[config.mk]
export PLATFORM = sky130hd
export DESIGN_NAME = dp_mem_responder
export DESIGN_NICKNAME = d
export VERILOG_FILES = /design/src/rtl/cpu_types_pkg.sv /design/src/rtl/dp_mem_responder_watchdog_counter.sv /design/src/rtl/dp_mem_responder.sv
export SDC_FILE = /design/constraint.sdc
export NUM_CORES = 1
export LEC_CHECK = 0
export ABC_CLOCK_PERIOD_IN_PS = 2900
export CORE_AREA = 2 2 105 107
export DETAILED_ROUTE_END_ITERATION = 8
export DIE_AREA = 0 0 107 109
export PLACE_DENSITY = 0.78
export SLEW_MARGIN = 20
export SYNTH_ARGS = -nofsm -noshare
export SYNTH_HDL_FRONTEND = slang
export SYNTH_SLANG_ARGS = --single-unit
[constraint.sdc]
create_clock -name CLK -period 2.9 [get_ports CLK]
set_input_delay 0.58 -clock CLK [delete_from_list [all_inputs] [get_ports CLK]]
set_output_delay 0.58 -clock CLK [all_outputs]
set_load 0.005 [all_outputs]
[src/rtl/cpu_types_pkg.sv]
// Shared datapath/cache types: word width, RAM status, responder FSM states
// and the saturating-increment helper used by the statistics counters.
package cpu_types_pkg;

  localparam int WORD_W = 32;

  typedef logic [WORD_W-1:0] word_t;

  typedef enum logic [1:0] {
    FREE   = 2'd0,
    BUSY   = 2'd1,
    ACCESS = 2'd2,
    ERROR  = 2'd3
  } ramstate_t;

  typedef enum logic [2:0] {
    DMR_IDLE   = 3'd0,
    DMR_BUSY_I = 3'd1,
    DMR_BUSY_D = 3'd2,
    DMR_RESP_I = 3'd3,
    DMR_RESP_D = 3'd4,
    DMR_HALTED = 3'd5
  } dmr_state_t;

  // Word returned to the pipeline when the RAM errors out or hangs.
  localparam word_t BAD_WORD = 32'hBAD1BAD1;

  function automatic word_t sat_inc(input word_t v);
    return (v == '1) ? v : v + word_t'(1);
  endfunction

endpackage

[src/rtl/dp_mem_responder_watchdog_counter.sv]
// watchdog_counter: 8-bit saturating up-counter with synchronous clear; flags
// expiry once the count reaches WATCHDOG.
module watchdog_counter #(
  parameter int unsigned WATCHDOG = 255
) (
  input  logic clk,
  input  logic rst,
  input  logic clr,
  input  logic en,
  output logic expired
);

  localparam logic [7:0] LIMIT = 8'(WATCHDOG);

  logic [7:0] count_q;
  logic [7:0] count_d;

  always_comb begin
    count_d = count_q;
    if (clr) begin
      count_d = '0;
    end else if (en && (count_q != LIMIT)) begin
      count_d = count_q + 8'd1;
    end
  end

  always_ff @(posedge clk or posedge rst) begin
    if (rst) begin
      count_q <= '0;
    end else begin
      count_q <= count_d;
    end
  end

  assign expired = (count_q == LIMIT);

endmodule

[src/rtl/dp_mem_responder.sv]
// dp_mem_responder: arbitrates fetch and data requests onto one RAM port and
// returns hit pulses. Optional counters via DP_MEM_RESPONDER_STATS_EN.
module dp_mem_responder
  import cpu_types_pkg::*;
#(
  parameter int unsigned WATCHDOG = 255
) (
  input  logic       CLK,
  input  logic       nRST,
  input  logic       halt,
  input  logic       imemREN,
  input  word_t      imemaddr,
  input  logic       dmemREN,
  input  logic       dmemWEN,
  input  word_t      dmemaddr,
  input  word_t      dmemstore,
  output logic       ihit,
  output word_t      imemload,
  output logic       dhit,
  output word_t      dmemload,
  output logic       ramREN,
  output logic       ramWEN,
  output word_t      ramaddr,
  output word_t      ramstore,
  input  word_t      ramload,
  input  ramstate_t  ramstate,
  output logic       memerr,
`ifdef DP_MEM_RESPONDER_STATS_EN
  output word_t      icount,
  output word_t      dcount,
  output word_t      stallcount,
`endif
  output dmr_state_t dbg_state
);

  dmr_state_t state_q, state_d;
  word_t      load_q, load_d;
  logic       ihit_q, ihit_d;
  logic       dhit_q, dhit_d;
  logic       memerr_q, memerr_d;

  logic busy_i, busy_d, busy;
  logic ram_done, ram_fail, finish;
  logic wd_expired;

  watchdog_counter #(
    .WATCHDOG(WATCHDOG)
  ) u_watchdog (
    .clk    (CLK),
    .rst    (nRST),
    .clr    (~busy),
    .en     (busy),
    .expired(wd_expired)
  );

  always_comb begin
    busy_i   = (state_q == DMR_BUSY_I);
    busy_d   = (state_q == DMR_BUSY_D);
    busy     = busy_i | busy_d;
    ram_done = busy & (ramstate == ACCESS);
    // ERROR and watchdog expiry abort the access identically.
    ram_fail = busy & ~ram_done & ((ramstate == ERROR) | wd_expired);
    finish   = ram_done | ram_fail;
  end

  always_comb begin
    state_d = state_q;
    case (state_q)
      DMR_IDLE: begin
        if (halt)                    state_d = DMR_HALTED;
        else if (dmemREN | dmemWEN)  state_d = DMR_BUSY_D;
        else if (imemREN)            state_d = DMR_BUSY_I;
      end
      DMR_BUSY_I: if (finish) state_d = DMR_RESP_I;
      DMR_BUSY_D: if (finish) state_d = DMR_RESP_D;
      DMR_RESP_I: state_d = DMR_IDLE;
      DMR_RESP_D: state_d = DMR_IDLE;
      DMR_HALTED: state_d = DMR_HALTED;
      default:    state_d = DMR_IDLE;
    endcase
  end

  always_comb begin
    load_d = load_q;
    if (ram_done) begin
      load_d = ramload;
    end else if (ram_fail) begin
      load_d = BAD_WORD;
    end
    ihit_d   = busy_i & finish;
    dhit_d   = busy_d & finish;
    memerr_d = memerr_q | ram_fail;
  end

  always_ff @(posedge CLK or posedge nRST) begin
    if (nRST) begin
      state_q  <= DMR_IDLE;
      load_q   <= '0;
      ihit_q   <= 1'b0;
      dhit_q   <= 1'b0;
      memerr_q <= 1'b0;
    end else begin
      state_q  <= state_d;
      load_q   <= load_d;
      ihit_q   <= ihit_d;
      dhit_q   <= dhit_d;
      memerr_q <= memerr_d;
    end
  end

  // RAM port follows the granted requester; a write wins over a read.
  always_comb begin
    ramREN   = 1'b0;
    ramWEN   = 1'b0;
    ramaddr  = '0;
    ramstore = '0;
    if (busy_i) begin
      ramREN  = 1'b1;
      ramaddr = imemaddr;
    end else if (busy_d) begin
      ramWEN   = dmemWEN;
      ramREN   = dmemREN & ~dmemWEN;
      ramaddr  = dmemaddr;
      ramstore = dmemstore;
    end
  end

  assign ihit      = ihit_q;
  assign dhit      = dhit_q;
  assign imemload  = load_q;
  assign dmemload  = load_q;
  assign memerr    = memerr_q;
  assign dbg_state = state_q;

`ifdef DP_MEM_RESPONDER_STATS_EN
  word_t icount_q, icount_d;
  word_t dcount_q, dcount_d;
  word_t stall_q, stall_d;

  always_comb begin
    icount_d = ihit_q ? sat_inc(icount_q) : icount_q;
    dcount_d = dhit_q ? sat_inc(dcount_q) : dcount_q;
    stall_d  = busy   ? sat_inc(stall_q)  : stall_q;
  end

  always_ff @(posedge CLK or posedge nRST) begin
    if (nRST) begin
      icount_q <= '0;
      dcount_q <= '0;
      stall_q  <= '0;
    end else begin
      icount_q <= icount_d;
      dcount_q <= dcount_d;
      stall_q  <= stall_d;
    end
  end

  assign icount     = icount_q;
  assign dcount     = dcount_q;
  assign stallcount = stall_q;
`endif

endmodule

**Word-level counts from Yosys, hierarchy flattened**

Index checks and enable logic that the tools add are counted.

- Register bits after elaboration: 46
- Input port bits: 136
- Output and inout bits: 136

- $add $sub $neg: 1
- Equal/unequal tests: 11
- Mux-type cells: 18
- Bitwise operators: 13
- Reductions and logical operators: 4

Operator list:

| kind | number |
|---|---|
| two-way mux 32 bit | 6 |
| two-way mux 8 bit | 2 |
| two-way mux 3 bit | 5 |
| one-hot mux 3 bit (4 select lines) | 1 |
| adder 8 x 1 -> 8 bit, second input constant | 1 |
| == test 8 bit, second input constant | 1 |
| != test 8 bit, second input constant | 1 |
| bitwise AND 1 bit | 6 |
| bitwise OR 1 bit | 5 |
| == test 2 bit, second input constant | 2 |
| two-way mux 1 bit | 4 |
| != test 2 x 1 -> 1 bit, second input constant | 2 |
| != test 4 bit, second input constant | 1 |
| == test 3 x 1 -> 1 bit, second input constant | 1 |
| == test 3 x 2 -> 1 bit, second input constant | 1 |
| == test 3 bit, second input constant | 1 |
| zero test 3 bit | 1 |
| AND reduction 3 bit | 1 |
| != test 2 bit, second input constant | 1 |
| inverter 1 bit | 2 |
| nonzero test 2 bit | 1 |
| logical AND 1 bit | 1 |

**Depth between registers and ports, before layout**

- Depth in word-level cells: 9
- Gate-level depth with buffers: 6

**By module**

From an unflattened synthesis, not the netlist that was laid out.

- Cells, all modules: 264
- Area, all modules: 2726.4 µm²

Modules (own cells, without submodules):

| module | instances | cells an instance | area each (µm²) | sequential area each (µm²) |
|---|---|---|---|---|
| dp_mem_responder | 1 | 216 | 2234.6 | 950.9 |
| watchdog_counter | 1 | 48 | 491.7 | 200.2 |

**Worst setup path before layout**

No wires, ideal clock.

- Kind: register -> output
- Start point: register state_q[0] (netlist: dbg_state[0])
- End point: output ramREN
- Arrival: 1.307 ns
- Data required time: 2.320 ns
- Setup slack: 1.013 ns
- Cell stages (with the launch flop): 7
- Cell sequence: dfrtp_1 > buf_4 > inv_2 > and3_4 > buf_6 > buf_2 > a31o_2

- Cells in the longest elaborated chain, start to end: 3
- Elaborated cells between the ends (all ways): 4
- Classes of those cells: eq/ne: 2; mux: 2

RTL lines:

| what | line | source |
|---|---|---|
| start, declared | dp_mem_responder.sv:36 | `dmr_state_t state_q, state_d;` |
| start signal, assigned | dp_mem_responder.sv:103 | `state_q <= state_d;` |
| == test 3 x 2 -> 1 bit | dp_mem_responder.sv:58 | `busy_d = (state_q == DMR_BUSY_D);` |
| two-way mux 1 bit | dp_mem_responder.sv:120 | `end else if (busy_d) begin` |
| two-way mux 1 bit * | dp_mem_responder.sv:117 | `if (busy_i) begin` |
| end, declared | dp_mem_responder.sv:21 | `output logic ramREN,` |

Every way passes the cells marked *; elsewhere a longest branch is shown, timed or not.

**Worst setup path in the final report**

- Start point: register state_q[0] (netlist: dbg_state[0])
- End point: output ramaddr[26]

- Cells in the longest elaborated chain, start to end: 3
- Elaborated cells between the ends (all ways): 4
- Classes of those cells: eq/ne: 2; mux: 2

RTL lines:

| what | line | source |
|---|---|---|
| == test 3 x 2 -> 1 bit | dp_mem_responder.sv:58 |  |
| two-way mux 32 bit | dp_mem_responder.sv:120 |  |
| two-way mux 32 bit * | dp_mem_responder.sv:117 |  |
| end, declared | dp_mem_responder.sv:23 | `output word_t ramaddr,` |

Marked as above.

==> impl_metrics.py <==
metrics = {
    "timing": {
        "report.final.slew_viol_count": 0,
        "fin_hold_ws_ns": 0.482,
        "rsz0062_at_grt": "no",
        "finalClockSkew_ns": 0.0177,
        "fmax_mhz": 361,
        "layout_setup_ws_ns": 0.132,
        "finalHoldViolCount": 0,
        "fin_crit_sh_pct": 95.4,
        "finalSetupViolations": 0,
        "period_minus_slack_ns": 2.77,
        "fin_setup_tns_ns": 0,
        "max-slew-margin-rel_pct": 59.5,
        "worstMarginPinSlew_ns": 0.608,
    },
    "pwr": {
        "swShare_pct": 39.6,
        "pwr-share-seq_pct": 22.4,
        "power.leakage_nw": 2.35,
        "internal-power_mw": 3.26,
        "p_switching_mw": 2.13,
        "peakVddDrop_v": 0.000382,
        "clkPwrFrac_pct": 7.5,
        "power_frac_comb_pct": 70.1,
        "pwr_density_cell_nw_per_um2": 906,
    },
    "critical_path": {
        "crit_buf_inv": 3,
        "crit_type": "register to output pin",
        "end_kind": "output pin",
        "critPathMaxFanout": 38,
        "critical_path.max_stage_delay_ns": 0.52,
        "worst_ep_arrival_time_ns": 2.19,
        "critPathRequiredTime_ns": 2.32,
        "cp_cell_sequence": "inv_2, and3_4, buf_12, a22o_1, clkdlybuf4s50_1",
        "cp_top_family": "buffers and inverters",
        "setup.worst_path.start_class": "register",
        "cp_slowest_cell": "clkdlybuf4s50_1",
    },
    "routing": {
        "drt_wl_total_um": 14000,
        "route.detailed.drc": 0,
        "vias_per_cell": 4.91,
        "dr.pass1.iters": 4,
        "drt_iter0_markers": 260,
        "route.vias.total": 3614,
        "avgRoutedWirePerCell_um": 19.0,
        "ant_nets": 0,
    },
    "cells_and_area": {
        "layout_common_cells": "clkdlybuf4s50_1, dfrtp_1, inv_1, and2_1, a22o_1",
        "fillers": 954,
        "final_common_cell": "clkdlybuf4s50_1",
        "regArea_um2": 1150,
        "layout-area-overhead-vs-synth_pct": 81.9,
        "fin_cells": 736,
        "final_util_pct": 56.1,
        "multiInputGateArea_um2": 1560,
        "layout.nets": 729,
        "drive_gt1_share_pct": 7.42,
    },
    "grt": {
        "overflow": 0,
        "grt_max_degree": 47,
        "grt_pass1_wl_um": 20300,
        "met1_usage_pct": 26.9,
        "grt-busiest-layer": "met2",
        "use_met2_pct": 40.4,
        "track_usage_pct": 22.5,
        "first_global_vias": 3605,
        "antenna_found_initial": 3,
        "use_met3_pct": 7.11,
    },
    "placed_design": {
        "pre_cts_ws_ns": 0.417,
        "placed_cells": 725,
        "io_buffers": 271,
        "dpl.hpwl_um": 11000,
        "place_congestion": 0.822,
    },
    "clock_network": {
        "cts_tree": "built",
        "clk_latency_ns": 0.31,
        "htree_num_levels": 2,
        "hold_buffers": 0,
        "cts.path.max_buffers": 2,
        "clk_pin_slew_ns": 0.10,
        "cts-root-buf": "clkbuf_8",
        "cts.sinks": 46,
        "post_cts_resize_count": 0,
        "cts_buffers": 5,
        "cts_setup_buffers": 0,
    },
    "floorplanning": {
        "initial_core_util_pct": 30.8,
        "core_um2": 10600,
        "die_area_um2": 11700,
        "rows": 38,
        "die_w_um": 107,
        "die_h_um": 109,
        "io_pins": 272,
    },
    "flow_run": {
        "drv_cap": 0,
    },
    "outcome": {
        "status": "complete, no violations",
    },
    "yosys": {
        "avgSynthCellArea_um2": 8.98,
        "synthTopCellsByArea": "dfrtp_1, a22o_1, buf_4",
        "yosysWarningCount": 0,
        "synth_nets": 501,
        "synth_top_area_share_pct": 35.2,
        "ys_ff_latch": 46,
        "synth_area_um2": 3270,
        "synthCells": 364,
        "synth_area_leader_cell": "dfrtp_1",
        "synth_cell_types": 42,
        "seq_area_frac_synth_pct": 35.2,
    },
    "worst_hold_path": {
        "hp-class": "register to register",
    },
}
## final timing paths
kind	from	end	cells past startpoint	slack (ns)
setup / recovery	dbg_state[0]	ramaddr[26]	5	0.13
hold / removal	memerr	memerr	1	0.48
setup reg to reg	dbg_state[1]	dmemload[16]	5	1.00
hold reg to reg	memerr	memerr	1	0.48
max in group asynchronous	nRST	u_watchdog.count_q[1]	3	1.75
min in group asynchronous	nRST	dmemload[16]	3	0.73
## area by class of cell
cell class / count / area share, %
Multi-Input combinational cell: 219 / 26.2
Sequential cell: 46 / 19.4
Antenna cell: 3 / 0.126
Clock buffer: 5 / 1.16
Inverter: 37 / 2.34
Tap cell: 140 / 2.95
Timing Repair Buffer: 283 / 47.5
Clock inverter: 3 / 0.316
## metrics by stage
step           instance area (µm²)  power (mW)
2_1_floorplan                 3270        3.10
3_3_place_gp                  5850        4.93
3_5_place_dp                  5850        5.00
4_1_cts                       5940        5.44
5_1_grt                       5940        5.77
6_report                      5950        5.39
## logic make-up after synthesis
group,synth area share [%]
compound gates,26.2
xor+xnor,1.68
fa+ha+maj,0.383
buf+inv,17.1
flops,35.2
mux,0.306
simple gates,19.1
## synthesized netlist by cell type (all sizes together)
| cell | count |
|---|---|
| buf | 54 |
| dfrtp | 46 |
| inv | 37 |
| and2 | 33 |
| a22o | 32 |
| nor3 | 27 |
| a21oi | 24 |
| a211oi | 21 |
| nand3 | 19 |
| o21ai | 16 |
| o211ai | 14 |
| clkbuf | 8 |
| nor3b | 4 |
| nand2 | 3 |
| nor2 | 3 |
| a31oi | 2 |
| and3 | 2 |
| nand4 | 2 |
| o21bai | 2 |
| a2111oi | 1 |
| a21boi | 1 |
| a21o | 1 |
| a31o | 1 |
| and4 | 1 |
| ha | 1 |
| mux2i | 1 |
| nor4b | 1 |
| o21ba | 1 |
| o22ai | 1 |
| o31a | 1 |
| or3 | 1 |
| or3b | 1 |
| xnor2 | 1 |
| xor2 | 1 |
## power groups by stage
stage | Sequential, mW | Clock [mW] | Combinational, mW
after global placement | 1.20 | 0 | 3.73
after floorplan | 1.18 | 0 | 1.92
after detailed placement | 1.22 | 0 | 3.78
after global routing | 1.25 | 0.446 | 4.07
final | 1.21 | 0.402 | 3.78
after CTS | 1.21 | 0.418 | 3.81
## sequential cells by signal, indices dropped and copies added (netlist names)
name	flops
dbg_state	3
ihit	1
memerr	1
dmemload	32
u_watchdog.count_q	8
dhit	1
## metal layers
layer	up-vias	wire, µm
li1	1722	-
met1	1725	5320
met2	154	7260
met3	13	1240
met4	0	136
met5	-	0
Power figures use the tool's default switching activity.
